`src/rtl/t_ff_conv_pkg.sv`:
```
// rtl/t_ff_conv_pkg.sv - mode constants and per-bit T excitation for the T-based flip-flop bank
package t_ff_conv_pkg;

    localparam logic [1:0] MODE_SR = 2'd0;
    localparam logic [1:0] MODE_JK = 2'd1;
    localparam logic [1:0] MODE_D  = 2'd2;
    localparam logic [1:0] MODE_T  = 2'd3;

    // SR with S=R=1 is forbidden; the bit holds instead of toggling as JK would.
    function automatic logic t_from(input logic [1:0] mode, input logic a,
                                    input logic b, input logic q);
        logic t;
        t = 1'b0;
        case (mode)
            MODE_SR: t = (a & b) ? 1'b0 : ((a & ~q) | (b & q));
            MODE_JK: t = (a & ~q) | (b & q);
            MODE_D:  t = a ^ q;
            default: t = a;
        endcase
        return t;
    endfunction

endpackage

```
`src/rtl/t_ff_cell.sv`:
```
// rtl/t_ff_cell.sv - single T flip-flop with asynchronous active-high reset
module t_ff_cell (
    input  logic clk,
    input  logic rst,
    input  logic t,
    output logic q
);

    always_ff @(posedge clk or posedge rst) begin
        if (rst) begin
            q <= 1'b0;
        end else begin
            q <= q ^ t;
        end
    end

endmodule

```
`src/rtl/t_to_multi_ff_bank.sv`:
```
// rtl/t_to_multi_ff_bank.sv - T flip-flop bank emulating SR/JK/D/T with forbidden-drive monitor
module t_to_multi_ff_bank
    import t_ff_conv_pkg::*;
#(
    parameter int WIDTH = 8,
    parameter int CNT_W = 8
) (
    input  logic             clk,
    input  logic             rst,
    input  logic [1:0]       mode,
    input  logic [WIDTH-1:0] a,
    input  logic [WIDTH-1:0] b,
    input  logic             load_en,
    input  logic             err_clr,
    output logic [WIDTH-1:0] q,
    output logic [WIDTH-1:0] qb,
    output logic             illegal,
    output logic [WIDTH-1:0] illegal_mask,
    output logic [CNT_W-1:0] illegal_cnt,
    output logic             illegal_sticky
);

    localparam logic [CNT_W-1:0] CNT_MAX = '1;
    localparam logic [CNT_W-1:0] CNT_ONE = {{(CNT_W-1){1'b0}}, 1'b1};

    logic [WIDTH-1:0] t;
    logic [WIDTH-1:0] mask_next;
    logic             any_illegal;

    always_comb begin
        t         = '0;
        mask_next = '0;
        if (load_en) begin
            for (int i = 0; i < WIDTH; i++) begin
                t[i] = t_from(mode, a[i], b[i], q[i]);
            end
            if (mode == MODE_SR) begin
                mask_next = a & b;
            end
        end
    end

    assign any_illegal = |mask_next;
    assign qb          = ~q;

    for (genvar i = 0; i < WIDTH; i++) begin : g_cell
        t_ff_cell u_cell (
            .clk (clk),
            .rst (rst),
            .t   (t[i]),
            .q   (q[i])
        );
    end

    always_ff @(posedge clk or posedge rst) begin
        if (rst) begin
            illegal      <= 1'b0;
            illegal_mask <= '0;
        end else begin
            illegal      <= any_illegal;
            illegal_mask <= mask_next;
        end
    end

    // err_clr wins over a coincident event; illegal/illegal_mask still report it above.
    always_ff @(posedge clk or posedge rst) begin
        if (rst) begin
            illegal_cnt    <= '0;
            illegal_sticky <= 1'b0;
        end else if (err_clr) begin
            illegal_cnt    <= '0;
            illegal_sticky <= 1'b0;
        end else begin
            if (any_illegal && (illegal_cnt != CNT_MAX)) begin
                illegal_cnt <= illegal_cnt + CNT_ONE;
            end
            illegal_sticky <= illegal_sticky | any_illegal;
        end
    end

endmodule

```
`config.mk`:
```
export PLATFORM = sky130hd
export DESIGN_NAME = t_to_multi_ff_bank
export DESIGN_NICKNAME = d
export VERILOG_FILES = /design/src/rtl/t_ff_conv_pkg.sv /design/src/rtl/t_ff_cell.sv /design/src/rtl/t_to_multi_ff_bank.sv
export SDC_FILE = /design/constraint.sdc
export NUM_CORES = 1
export LEC_CHECK = 0
export CAP_MARGIN = 5
export CORE_MARGIN = 3
export CORE_UTILIZATION = 44
export DETAILED_ROUTE_END_ITERATION = 10
export PLACE_DENSITY = 0.85
export SYNTH_ARGS = -nofsm -noshare
export SYNTH_HDL_FRONTEND = slang
export SYNTH_SLANG_ARGS = --single-unit
```
`constraint.sdc`:
```
create_clock -name clk -period 2.3 [get_ports clk]
set_input_delay 0.46 -clock clk [delete_from_list [all_inputs] [get_ports clk]]
set_output_delay 0.46 -clock clk [all_outputs]
set_load 0.1 [all_outputs]
```
Word level (Yosys, flattened, before mapping)
Index checks and enable logic that the tools add are counted.

Flip-flop bits (word level): 26. Input port bits: 22. Output and inout bits: 34. Logic and storage cells: 101.

Add/subtract/negate cells: 1. Eq/ne operators: 3. Multiplexer cells: 22. Bitwise logic cells: 59. Reduce and logical (&&, ||, !) cells: 4.

Operators with widths (number): two-way mux 8 bit (5); AND 1 bit (24); one-hot mux 1 bit (3 select lines) (8); XOR 1 bit (16); two-way mux 1 bit (9); OR 1 bit (9); adder 8 x 1 -> 8 bit (second input constant) (1); AND 8 bit (1); inequality test 8 bit (second input constant) (1); NOT 1 bit (8); NOT 8 bit (1); OR reduction 8 bit (1); == test 2 x 1 -> 1 bit (second input constant) (1); == test 2 bit (second input constant) (1); zero test 2 bit (1); nonzero test 2 bit (1); logical AND 1 bit (1).

Longest topological paths before layout
Depth after elaboration: 7. Mapped depth: 7. Depth with buffers taken out: 6.

Cells and area by module
A second synthesis with hierarchy kept.

Cell total of the unflattened synthesis: 167. Area total of the unflattened synthesis: 1430.1 um^2.

By module, submodules not included: t_to_multi_ff_bank (times used 1, cells an instance 143, area each 1129.8 um^2, sequential area each 450.4 um^2); t_ff_cell (times used 8, cells an instance 3, area each 37.5 um^2, sequential area each 25.0 um^2).

Worst setup path after synthesis
Ideal clock, no wire load.

Kind: register to register. Start point: register illegal_cnt[0]. End point: register illegal_cnt[5]. Setup time: 78 ps. Arrival: 2326 ps. Data required time: 2222 ps. Setup slack: -103 ps. Stages on the path, launching flop included: 7. Path buffers: 0. Clock period less this slack: 2403 ps. Cell sequence: dfrtp_1 ha_1 and3_1 nand3_1 nand4_1 or4_1 a21oi_1.

Word-level cells in the longest chain between the ends: 3. Elaborated cells on any way between the ends: 6. Classes of those cells: add/sub: 1; eq/ne: 1; mux: 2; reduce/logical: 2.

Ends and longest elaborated chain: from (decl) (line t_to_multi_ff_bank.sv:19) `output logic [CNT_W-1:0] illegal_cnt,`; from (signal assigned) (line t_to_multi_ff_bank.sv:75) `illegal_cnt <= illegal_cnt + CNT_ONE;`; adder 8 x 1 -> 8 bit / inequality test 8 bit (equally long branches) (line t_to_multi_ff_bank.sv:75, t_to_multi_ff_bank.sv:74); two-way mux 8 bit / logical AND 1 bit (equally long branches) (line t_to_multi_ff_bank.sv:74) `if (any_illegal && (illegal_cnt != CNT_MAX)) begin`; two-way mux 8 bit / nonzero test 2 bit (equally long branches).

Parallel ways exist; a longest one is shown, timed or not. The select of a mux whose other input is x is not followed. A chain may end at the register's enable or synchronous reset.

Worst setup path in the final report
Ends and elaborated chain as after synthesis.

==> metrics.txt <==
run status complete, no violations; Critical Path, Cell by Cell ha_1, and3_1, nand3_1, nand4_1, or4_1, a21oi_1; vias per cell 5.433; cts bufs inserted 3; RSZ-0062 raised after global routing no; Worst Path Arrival 2.32 ns; MaxCap Viol Count 0; Die Ht 65.38 µm; Core Area 3203 µm²; vias in the first global route 1338; max-slew violations 0; Tightest Hold Check Type primary input to async pin; Yosys warnings 0; Synth Area in Compound Gates 20.65%; cts hold-fix bufs 0; vias 1418; Post-CTS Setup Bufs 0; io pins 56; cell area after synthesis 1551 µm²; Worst setup EP type flop; crit start category flop; Post-synth EDFFs 0; Initial DRT Pass Iterations 4; cell taking the most area after synthesis dfrtp_1; Reg-to-Reg Start illegal_cnt[0]; drc violations 0; minimum clock period 2.084 ns; first-pass GRT wire length 5.940 mm; maximum VDD drop 0.0004361 V; # nets final 241; maximum clock insertion buffer count 2; Post-synth top flop dfrtp_1; Final Hold Vio Count 0; post-synthesis cell count 171; Buffers on Ports 55; cell count after placement 257; Reg power frac 36.2%; worst-path fanout max 6; Psw 0.7019 mW; full die area 4275 µm²; Unique masters post-synth 31; total design power 1.432 mW; P_leak 0.9343 nW; sequential area share after synthesis 41.94%; Syn Nets 194; layout cell share with drive strength beyond 1 22.12%; final setup fails 0; largest family of logic cells by synthesized area compound AO/OA/AOI/OAI gates; Async S/R FF share, synth 100.0%; hpwl dp 2.735 mm; peak per-stage delay on the critical path 0.54 ns; clk_lat worst skew 0.31 ns; Synth Area in Simple Gates 19.11%; die width 65.38 µm; fmax 479.7 MHz; Layout area overhead 30.00%; Worst EP required 2.53 ns; fin crit share 90.63%; Internal 0.7301 mW; Rel. slew slack 75.69%; placed cell area 1991 µm²; Finished Core Util 62.97%; FP Rows 20; CTS clk-pin slew, worst paths 0.14 ns; top cells by count, synth 26 x dfrtp_1, 22 x nand2_1, 14 x a21oi_1; CTS tree yes; most common cell in the netlist dfrtp_1; Synth Area in Adders 0.8065%; r2r endpoint illegal_cnt[5]; multiplexer share of the synthesized area 6.532%; Net Sw Frac 49.01%; post-route ant nets 0; initial DRC count 94; initial antenna violation count 0; Area contributors post-synth dfrtp_1 42%, mux2i_1 5.8%, nand2_1 5.3%; setup TNS 0 ns; Synth top area share 41.94%; number of gates resized after cts 0; grt ovf 0; Critical Path Slowest Stage Cell or4_1; crit path kind flop to flop; reg2reg path depth 6; GR Util All Layers 17.50%; antenna cells 0; Wirelength per Cell 13.78 µm; flops & latches, synth 26; syn avg cell area 9.073 µm²; Worst Clk Skew 0.01070 ns; Synth Area in XOR/XNOR 0%; worst-margin pin slew 0.3636 ns; Power Density 710.0 nW/µm²; clock root cell clkbuf_4; RePlAce Congestion 0.8805; Starting Density 48.44%; Total Wirelength 3.596 mm; r2r setup slk 0.22 ns; H-tree levels 1; post-route design area 2017 µm²; Final Non-Filler Cells 261; largest net degree at the start of global routing 27; combinational cell fraction of total power 50.2%; clock network fraction of design power 13.6%; CTS Sinks 26
## power by group through the flow
| stage | clock network [mW] | registers (mW) | logic [mW] |
|---|---|---|---|
| floorplan | 0 | 0.555 | 0.564 |
| global placement | 0 | 0.527 | 0.716 |
| detailed placement | 0 | 0.527 | 0.720 |
| CTS | 0.206 | 0.518 | 0.721 |
| global route | 0.227 | 0.524 | 0.752 |
| finish | 0.195 | 0.519 | 0.718 |
## cell usage in the layout, fill, tap and decap left out, drive strengths merged, types with 8 or more instances in the layout
cell	n
buf	40
nand3b	8
o21ai	12
mux2i	9
dfrtp	26
clkdlybuf4s50	21
nand2	22
a21oi	14
nor2	9
inv	11
## state kept, by name, summed over array words and instances, names as in the netlist
register and count:
g_cell.u_cell.q 8, illegal 1, illegal_cnt 8, illegal_mask 8, illegal_sticky 1
## logic make-up after synthesis
logic type,after synthesis
buffers and inverters,30
AO/OA/AOI/OAI,46
AND/OR/NAND/NOR,58
multiplexers,10
flip-flops,26
adder cells (fa/ha/maj),1
## worst max-delay path: cells and delay by family, from the launching register on
kind / cells / cell delay (ns)
adder cells (fa/ha/maj): 1 / 0.21
flip-flops: 1 / 0.46
AND/OR/NAND/NOR: 4 / 1.17
AO/OA/AOI/OAI: 1 / 0.17
## metrics by stage
step	hold slack, ns	worst slack (ns)
after CTS	0.4969	0.2168
after global placement	0.5335	0.07151
after floorplan	0.4999	0.1168
after detailed placement	0.5134	0.005987
final	0.4973	0.2155
after global routing	0.5415	0.1062
## routing by layer
layer / GRT usage [%] / up-vias / wire length (µm)
met5: 0 / - / 0
met4: 4.663 / 0 / 13
met3: 2.906 / 2 / 285
met2: 29.20 / 59 / 1679
met1: 23.45 / 657 / 1617
li1: - / 700 / -
## how the worst max path moves through the flow
stage,slack (ns),from,endpoint
after detailed placement,0.006,load_en,illegal_cnt[3]
after floorplan,0.12,illegal_cnt[3],illegal_cnt[5]
after global routing,0.11,illegal_cnt[0],illegal_cnt[5]
after global placement,0.07,load_en,illegal_cnt[4]
final,0.22,illegal_cnt[0],illegal_cnt[5]
after CTS,0.22,illegal_cnt[0],illegal_cnt[5]
## final cells by class
cell class	count	area (µm²)
Tap cell	44	55.05
Sequential cell	26	653.1
Timing Repair Buffer	61	510.5
Clock buffer	4	26.28
Fill cell	304	1186
Multi-Input combinational cell	115	730.7
Inverter	11	41.29
Power figures use the tool's default switching activity.
